==> config.mk <==
export PLATFORM = sky130hd
export DESIGN_NAME = prio_encoder_scan
export DESIGN_NICKNAME = d
export VERILOG_FILES = /design/src/rtl/prio_encoder_scan.sv
export SDC_FILE = /design/constraint.sdc
export NUM_CORES = 1
export LEC_CHECK = 0
export CAP_MARGIN = 20
export CORE_UTILIZATION = 35
export DETAILED_ROUTE_END_ITERATION = 10
export PLACE_DENSITY = 0.65
export SYNTH_ARGS = -nofsm -noshare
export SYNTH_HDL_FRONTEND = slang
export SYNTH_SLANG_ARGS = --single-unit
export TNS_END_PERCENT = 5
==> constraint.sdc <==
create_clock -name clk -period 1.6 [get_ports clk]
set_input_delay 0.32 -clock clk [delete_from_list [all_inputs] [get_ports clk]]
set_output_delay 0.32 -clock clk [all_outputs]
set_load 0.05 [all_outputs]
==> src/rtl/prio_encoder_scan.sv <==
// Registered priority scanner: accepts an N-bit request bitmap and emits the index
// of each set bit in priority order, one per output handshake.
module prio_encoder_scan #(
  parameter int N         = 8,
  parameter bit MSB_FIRST = 1'b1,
  localparam int W        = $clog2(N)
) (
  input  logic         clk,
  input  logic         rst,
  input  logic         in_valid,
  output logic         in_ready,
  input  logic [N-1:0] In,
  output logic         out_valid,
  input  logic         out_ready,
  output logic [W-1:0] O,
  output logic         out_last,
  output logic         zero_in
);

  typedef enum logic {IDLE, SCAN} state_t;

  state_t       state, state_nxt;
  logic [N-1:0] bitmap, bitmap_nxt;
  logic [W-1:0] pick_idx;
  logic [N-1:0] pick_oh;
  logic         single;
  logic         zero_nxt;

  // Later iterations overwrite earlier ones, so the scan order decides priority.
  always_comb begin
    pick_idx = '0;
    for (int i = 0; i < N; i++) begin
      if (bitmap[MSB_FIRST ? i : N-1-i]) pick_idx = W'(MSB_FIRST ? i : N-1-i);
    end
    pick_oh = N'(1) << pick_idx;
  end

  assign single    = ((bitmap & (bitmap - N'(1))) == '0);
  assign in_ready  = (state == IDLE) && !rst;
  assign out_valid = (state == SCAN);
  assign O         = out_valid ? pick_idx : '0;
  assign out_last  = out_valid && single;

  always_comb begin
    state_nxt  = state;
    bitmap_nxt = bitmap;
    zero_nxt   = 1'b0;
    case (state)
      IDLE: begin
        if (in_valid && in_ready) begin
          if (|In) begin
            bitmap_nxt = In;
            state_nxt  = SCAN;
          end else begin
            zero_nxt = 1'b1;
          end
        end
      end
      SCAN: begin
        if (out_ready) begin
          bitmap_nxt = bitmap & ~pick_oh;
          if (single) state_nxt = IDLE;
        end
      end
      default: state_nxt = IDLE;
    endcase
  end

  always_ff @(posedge clk) begin
    if (rst) begin
      state   <= IDLE;
      bitmap  <= '0;
      zero_in <= 1'b0;
    end else begin
      state   <= state_nxt;
      bitmap  <= bitmap_nxt;
      zero_in <= zero_nxt;
    end
  end

endmodule

# Word-level counts from Yosys, hierarchy flattened
# Cells that the tools add are included.
# W data, S select, Z words.
op_classes:
  add_sub_neg: 1
  eq_ne: 3
  shifts: 1
  muxes: 18
  bitwise_logic: 5
  n_reduce_logical: 8
op_table:
  columns: ["op", "count"]
  rows:
  - ["$mux W8", 3]
  - ["$mux W3", 6]
  - ["$and A8 B8 Y8", 2]
  - ["$pmux W8 S2", 1]
  - ["$logic_not A8 Y1", 1]
  - ["$not A8 Y8", 1]
  - ["$reduce_or A8 Y1", 1]
  - ["$shl A1 B3 Y8 const A", 1]
  - ["$sub A8 B1 Y8 const B", 1]
  - ["$mux W1", 6]
  - ["$ne A2 B1 Y1 const B", 2]
  - ["$logic_and A1 B1 Y1", 3]
  - ["$reduce_and A3 Y1", 1]
  - ["$reduce_or A3 Y1", 1]
  - ["$mux W2", 1]
  - ["$ne A2 B2 Y1 const B", 1]
  - ["$not A1 Y1", 2]
  - ["$pmux W1 S2", 1]
  - ["$logic_not A1 Y1", 1]
word_totals:
  ff_bits: 10
  out_inout_bits: 7

# Longest topological paths before layout
# Gate-level depths: netlist (run 1).
depth:
  word_depth: 12
  depth_mapped: 5

# Worst setup path before layout (run 1)
# Ideal clock, no wire load.
synth_path:
  path_kind: "reg2out"
  start: "reg state, in the netlist out_valid"
  end: "out out_last"
  arrival_ns: 2.575
  setup_slack_ns: -1.295
  path_stages_with_launch: 4
  path_buffers: 1
  path_cell_list: "dfxtp_1 > buf_2 > inv_1 > nor4_1"
synth_between:
  elab_chain_len: 1
synth_rtl:
  columns: ["item", "line_no", "text"]
  rows:
  - ["start: declaration", "22", "state_t state, state_nxt;"]
  - ["start signal: assignment", "75", "state <= state_nxt;"]
  - ["$logic_and A1 B1 Y1", "42", "assign out_last = out_valid && single;"]
  - ["end: declaration", "16", "output logic out_last,"]
# Every way passes these cells.

# Worst setup path in the final report (run 1)
layout_path:
  start: "reg bitmap[6]"
  end: "out out_last"
layout_between:
  elab_chain_len: 4
layout_rtl:
  columns: ["item", "line_no", "text"]
  rows:
  - ["start: declaration", "23", "logic [N-1:0] bitmap, bitmap_nxt;"]
  - ["start signal: assignment", "76", "bitmap <= bitmap_nxt;"]
  - ["$sub A8 B1 Y8", "38", "assign single = ((bitmap & (bitmap - N'(1))) == '0);"]
  - ["$and A8 B8 Y8 *", "38", null]
  - ["$logic_not A8 Y1 *", "38", null]
  - ["$logic_and A1 B1 Y1 *", "42", null]
# Every way passes the cells marked *; elsewhere a longest branch is shown, timed or not.

==> results of run 1 <==
==> placed cells by master, fill, tap and decap left out, types with 2 or more instances in the layout <==
cell type / count
a21oi_1: 4
a21oi_2: 3
a221o_1: 5
a22oi_2: 2
and2_1: 2
buf_12: 6
buf_4: 17
clkbuf_4: 3
clkdlybuf4s50_1: 5
dfxtp_1: 2
dfxtp_2: 3
dfxtp_4: 5
dlygate4sd2_1: 6
inv_1: 5
nand2_1: 4
nand3_1: 3
nor2_1: 3
nor2_2: 4
nor4_4: 2
o211a_1: 2
o31ai_2: 2
or4_4: 2
==> worst max-delay path by stage <==
stage,from,end,slack (ns)
2_1_floorplan,bitmap[4],out_last,-0.20
3_3_place_gp,In[5],bitmap[2],-0.34
3_5_place_dp,In[5],bitmap[2],-0.39
4_1_cts,bitmap[6],out_last,-0.18
5_1_grt,bitmap[6],out_last,-0.24
6_report,bitmap[6],out_last,-0.18
==> cells in the mapped netlist, drive strengths merged (3+ instances only) <==
cell	number
a21oi	7
a221o	5
and2	3
buf	3
dfxtp	10
inv	5
nand2	5
nand3	3
nor2	7
==> final cells by class <==
| type | instances | area share, % |
|---|---|---|
| Tap cell | 16 | 1.80 |
| Sequential cell | 10 | 20.1 |
| Inverter | 5 | 1.69 |
| Timing Repair Buffer | 34 | 31.6 |
| Multi-Input combinational cell | 56 | 41.6 |
| Clock buffer | 4 | 3.27 |
==> power breakdown <==
part | switching [mW] | leakage [nW] | internal [mW]
sequential | 0.0430 | 0.0867 | 0.268
clock | 0.0975 | 0.0210 | 0.139
combinational | 0.151 | 0.359 | 0.162
==> registers in the layout, summed over array words and instances (netlist names) <==
| signal | cells |
|---|---|
| out_valid | 1 |
| zero_in | 1 |
| bitmap | 8 |
==> cell families after synthesis <==
family / after synthesis
and+or+nand+nor: 31
AOI/OAI and AO/OA: 25
DFF: 10
buffers and inverters: 9
==> per-layer routing <==
| layer | global-route usage, % | vias up | wire length [um] |
|---|---|---|---|
| li1 | - | 350 | - |
| met1 | 30.9 | 329 | 920 |
| met2 | 38.8 | 18 | 997 |
| met3 | 8.57 | 4 | 98 |
| met4 | 5.45 | 0 | 17 |
| met5 | 0 | - | 0 |
==> critical path, delay by kind of cell (launching register included) <==
| kind | cells | cell delay, ns |
|---|---|---|
| AO/OA/AOI/OAI | 1 | 0.20 |
| buffers and inverters | 1 | 0.18 |
| flip-flops | 1 | 0.37 |
| AND/OR/NAND/NOR | 2 | 0.44 |
==> what timing repair did <==
item	4_1_cts	5_1_grt
resized for setup	27	3
buffers inserted	2	0
pin swaps	10	1
endpoints found under the setup margin	12	7
==> impl_metrics.env, run 1 <==
export IMPL_netlist_area_leader_share_pct=32.2
export IMPL_io_pins=19
export IMPL_final_util_pct=70.4
export IMPL_clkSlewWorstSetupHoldPaths_ns=0.07
export IMPL_clock_latency_ns=0.28
export IMPL_dpl_instance_area_sq_um=1000
export IMPL_required_ns=1.28
export IMPL_routed_wirelength_um=2030
export IMPL_reg2reg_from="bitmap[5]"
export IMPL_syn_cell_area_sq_um=622
export IMPL_synth_seq_area_share_pct=32.2
export IMPL_core_region_area_sq_um=1580
export IMPL_wire_per_inst_um=16.3
export IMPL_drt_first_iter_violations=4
export IMPL_yosys_register_bits=10
export IMPL_synthSimpleGateAreaFrac_pct=30.2
export IMPL_fin_crit_sh_pct=111
export IMPL_finalHoldViolCount=0
export IMPL_max_clock_path_buffers=2
export IMPL_grt_overflow_total=0
export IMPL_tns_ns=-0.354
export IMPL_pwr_density_cell_nw_per_um2=775
export IMPL_fp_row_count=14
export IMPL_grt_start_max_net_pins=12
export IMPL_post_place_ws_ns=-0.394
export IMPL_numClockSinks=10
export IMPL_design_power_total_mw=0.860
export IMPL_critPathMaxStageDelay_ns=0.37
export IMPL_placement_io_buffers=18
export IMPL_run_status="complete, but fails checks"
export IMPL_numPlacedInstances=119
export IMPL_max_cap_viol_count=0
export IMPL_cts_tree="built"
export IMPL_unrepaired_setup_endpoints_after_global_routing="yes"
export IMPL_die_w_um=44.2
export IMPL_detailroute_via_count=701
export IMPL_synth_compound_area_share_pct=31.6
export IMPL_htreeDepth=1
export IMPL_hold_depth=2
export IMPL_hpwl_after_detailed_placement_um=1440
export IMPL_worst_r2r_endpoint="bitmap[2]"
export IMPL_global_route_wire_length_before_repair_um=3410
export IMPL_worst_endpoint_arrival_ns=1.46
export IMPL_clk_root_buffer_cell="clkbuf_4"
export IMPL_worstRegToRegCells=5
export IMPL_setup_violations=3
export IMPL_reg2reg_slack_ns=0.08
export IMPL_multiInputGateArea_sq_um=462
export IMPL_ys_top_cells_by_area="dfxtp_1 32%, a221o_1 8.0%, a21oi_1 4.8%"
export IMPL_worst_hold_slack_ns=0.474
export IMPL_synth_area_mux_share_pct=0
export IMPL_netlist_top_cell_by_area="dfxtp_1"
export IMPL_number_of_fillers_in_the_final_layout=132
export IMPL_cellLeakagePower_nw=0.467
export IMPL_dieArea_sq_um=1950
export IMPL_combinational_family_with_the_most_area_after_synthesis="compound AO/OA/AOI/OAI gates"
export IMPL_globalplace_congestion=0.887
export IMPL_worst_slew_pin_transition_ns=0.360
export IMPL_postSynth_asyncResetShare_pct=0
export IMPL_synth_net_count=87
export IMPL_via_per_inst=5.61
export IMPL_layout_cell_area_non_filler_sq_um=1110
export IMPL_final_instance_count_excl_fill=125
export IMPL_fin_nets=122
export IMPL_numCtsBuffers=3
export IMPL_post_synth_inst_count=75
export IMPL_route_detailed_drc=0
export IMPL_drtPass1Iterations=4
export IMPL_initial_antenna_violation_count=0
export IMPL_fin_ws_ns=-0.181
export IMPL_num_antenna_cells=0
export IMPL_synth_area_per_cell_sq_um=8.29
export IMPL_yosys_area_share_xor_xnor_pct=0
export IMPL_violated_checks="negative setup slack"
export IMPL_start_kind="flip-flop"
export IMPL_clock_skew_final_ns=0.00422
export IMPL_hold_path_class="input pin to flip-flop"
export IMPL_postSynth_topFlopCell="dfxtp_1"
export IMPL_post_synth_fa_ha_maj_area_fraction_pct=0
export IMPL_grt_use_total_pct=24.1
export IMPL_worst_case_headroom_to_the_max_slew_limit_pct=75.4
export IMPL_hold_path_endpoint="bitmap[5]"
export IMPL_dieHeight_um=44.2
export IMPL_synth_edf_count=0
export IMPL_cpMaxStageDelayCell="dfxtp_4"
export IMPL_worst_vdd_rail_ir_drop_mv=0.596
export IMPL_cp_cell_sequence="a22oi_2 > nand2_2 > nor4_4 > buf_12"
export IMPL_final_antenna_net_count=0
export IMPL_final_count_of_pins_violating_max_slew=0
export IMPL_initial_core_util_pct=39.4
export IMPL_crit_fanout=5
export IMPL_holdBufCountCts=0
export IMPL_hold_path_startpoint="In[5]"
export IMPL_timing_fmax_mhz=562
export IMPL_sequential_cell_area_sq_um=223
export IMPL_timing_setup_critical_path_class="flip-flop to output port"
export IMPL_synth_warning_count=0
export IMPL_grt_pass1_vias=727
export IMPL_worst_setup_path_end_kind="output port"
export IMPL_yosysUniqueCellTypes=33
export IMPL_final_layout_size_suffix_gt1_share_pct=53.2
export IMPL_areaGrowthSynthToFinish_pct=78.5
export IMPL_finalCriticalPeriod_ns=1.78
(Power assumes the default switching activity.)
==> run 2, diff against run 1 <==
- CTS_BUF_LIST: default -> sky130_fd_sc_hd__clkbuf_4 sky130_fd_sc_hd__clkbuf_8 sky130_fd_sc_hd__clkbuf_16
==> results of run 2 <==
Final layout, timing and power as in run 1 (identical DEF).
==> run 3, diff against run 2 <==
- PLACE_DENSITY: 0.65 -> default
- clock period: 1.6 -> 1.88 ns (I/O delays scaled with it)
==> run 3 against run 2 <==
Largest power group is now registers. Power fell by 15%. Flip-flop and latch count unchanged. Die area is the same. Hold slack better by 0.082 ns. Sequential power shrank 15%. First-iteration DRC count rose to 5.5 times the previous value. Routed wire length shrank 6.5%. The run still ends with negative setup slack left. Clock-buffer cell count stayed put. Critical path depth did not move. Largest cell class unchanged. Combinational power shrank 17%. Critical endpoint unchanged.
==> impl_metrics.env, run 3 (synthesis gave the netlist of run 1 again) <==
export IMPL_dieHeight_um=44.2
export IMPL_worstSetupPathDepth=4
export IMPL_io_pins=19
export IMPL_reg2reg_from="bitmap[7]"
export IMPL_timing_setup_critical_path_class="flip-flop to output port"
export IMPL_cts_tree="built"
export IMPL_finalCriticalPeriod_ns=1.93
export IMPL_initial_antenna_violation_count=0
export IMPL_global_route_wire_length_before_repair_um=3150
export IMPL_worst_slew_pin_transition_ns=0.492
export IMPL_globalplace_congestion=0.817
export IMPL_route_detailed_drc=0
export IMPL_violated_checks="negative setup slack"
export IMPL_grt_start_max_net_pins=10
export IMPL_design_power_total_mw=0.728
export IMPL_dpl_instance_area_sq_um=957
export IMPL_numCtsBuffers=3
export IMPL_start_kind="flip-flop"
export IMPL_final_antenna_net_count=0
export IMPL_clock_latency_ns=0.28
export IMPL_hpwl_after_detailed_placement_um=1420
export IMPL_largest_reg_flops=8
export IMPL_cp_cell_sequence="nor4_4 > a21oi_2 > nor4_4 > buf_12"
export IMPL_htreeDepth=1
export IMPL_placement_io_buffers=18
export IMPL_numClockSinks=10
export IMPL_worst_case_headroom_to_the_max_slew_limit_pct=67.1
export IMPL_drt_first_iter_violations=22
export IMPL_number_of_fillers_in_the_final_layout=142
export IMPL_run_status="complete, but fails checks"
export IMPL_worstRegToRegCells=6
export IMPL_grt_pass1_vias=699
export IMPL_fin_nets=117
export IMPL_worst_endpoint_arrival_ns=1.56
export IMPL_via_per_inst=5.80
export IMPL_wire_per_inst_um=15.8
export IMPL_registers_top_by_ff_count="bitmap"
export IMPL_unrepaired_setup_endpoints_after_global_routing="yes"
export IMPL_final_count_of_pins_violating_max_slew=0
export IMPL_crit_fanout=6
export IMPL_hold_depth=2
export IMPL_mostFrequentLayoutCells="12 x clkdlybuf4s50_1, 11 x buf_4, 6 x buf_12"
export IMPL_worst_path_buf_inv=1
export IMPL_cellLeakagePower_nw=0.428
export IMPL_hold_path_class="flip-flop to flip-flop"
export IMPL_critPathMaxStageDelay_ns=0.38
export IMPL_initial_core_util_pct=39.4
export IMPL_detailroute_via_count=696
export IMPL_clkSlewWorstSetupHoldPaths_ns=0.07
export IMPL_routed_wirelength_um=1900
export IMPL_pwr_density_cell_nw_per_um2=685
export IMPL_timing_fmax_mhz=517
export IMPL_final_layout_size_suffix_gt1_share_pct=42.3
export IMPL_fin_crit_sh_pct=103
export IMPL_core_region_area_sq_um=1580
export IMPL_fin_ws_ns=-0.0534
export IMPL_cpMaxStageDelayCell="dfxtp_4"
export IMPL_hold_path_startpoint="bitmap[7]"
export IMPL_critical_path_startpoint="bitmap[7]"
export IMPL_clock_skew_final_ns=0.00187
export IMPL_holdBufCountCts=0
export IMPL_worst_setup_path_end_kind="output port"
export IMPL_die_w_um=44.2
export IMPL_grt_use_total_pct=22.1
export IMPL_grt_overflow_total=0
export IMPL_max_clock_path_buffers=2
export IMPL_finalHoldViolCount=0
export IMPL_num_antenna_cells=0
export IMPL_setup_violations=1
export IMPL_drtPass1Iterations=4
export IMPL_layout_cells_most_common="clkdlybuf4s50_1"
export IMPL_dieArea_sq_um=1950
export IMPL_critical_path_most_common_cell="nor4_4"
export IMPL_areaGrowthSynthToFinish_pct=71.0
export IMPL_worst_vdd_rail_ir_drop_mv=0.512
export IMPL_max_cap_viol_count=0
export IMPL_fp_row_count=14
export IMPL_required_ns=1.50
export IMPL_critical_path_top_delay_family="simple AND/OR/NAND/NOR gates"
export IMPL_clk_root_buffer_cell="clkbuf_4"
export IMPL_layout_cell_area_non_filler_sq_um=1060
-- run 3: changes by cell type in the layout (fill, tap and decap cells not counted), sizes merged --
| cell | previous run | this run |
|---|---|---|
| dlygate4sd2 | 6 | 0 |
| clkdlybuf4s50 | 5 | 12 |
| buf | 23 | 17 |
-- run 3: cell type report --
type                       instances  area, sq um  area share (%)
multi-input combinational         56          454            42.7
timing repair buffer              29          323            30.4
sequential                        10          211            19.9
clock buffer                       4         36.3            3.41
tap                               16         20.0            1.88
inverter                           5         18.8            1.76
-- run 3: tightest hold or removal path: cells and delay by family (launching register included) --
family	cells	cell delay (ns)
and+or+nand+nor	2	0.15
DFF	1	0.38
-- run 3: path summary, 6_finish.rpt --
kind	endpoint	slack (ns)
worst max-delay path	out_last	-0.05
worst min-delay path	bitmap[7]	0.56
worst max register to register	bitmap[2]	0.28
worst min register to register	bitmap[7]	0.56
-- run 3: metal layers --
metal	vias to the layer above	GRT usage [%]	share of wire, %
met3	5	4.90	4.9
met2	24	34.7	51
met4	0	9.09	1.4
met5	-	0	0
met1	326	29.0	43
li1	341	-	-
-- run 3: power breakdown --
part | switching (mW) | internal, mW | total [mW]
logic | 0.127 | 0.134 | 0.261
clock network | 0.0866 | 0.118 | 0.204
registers | 0.0340 | 0.229 | 0.263
-- run 3: repair_timing --
item / 4_1_cts / 5_1_grt
setup endpoints to repair: 3 / 4
buffers inserted: 1 / 0
endpoints found under the hold margin: 0 / 0
pin swaps: 4 / 1
resized for setup: 5 / 13
-- run 3: stage by stage --
| stage | instances | utilization (%) | TNS [ns] | hold WS, ns | worst slack, ns |
|---|---|---|---|---|---|
| finish | 120 | 67.5 | -0.0534 | 0.556 | -0.0534 |
| CTS | 120 | 64.4 | -0.0946 | 0.577 | -0.0511 |
| global placement | 115 | 60.7 | -0.882 | 0.541 | -0.163 |
| detailed placement | 115 | 60.7 | -0.882 | 0.558 | -0.169 |
| global route | 120 | 67.5 | -0.178 | 0.578 | -0.0926 |
| floorplan | 75 | - | -0.431 | 0.475 | -0.215 |
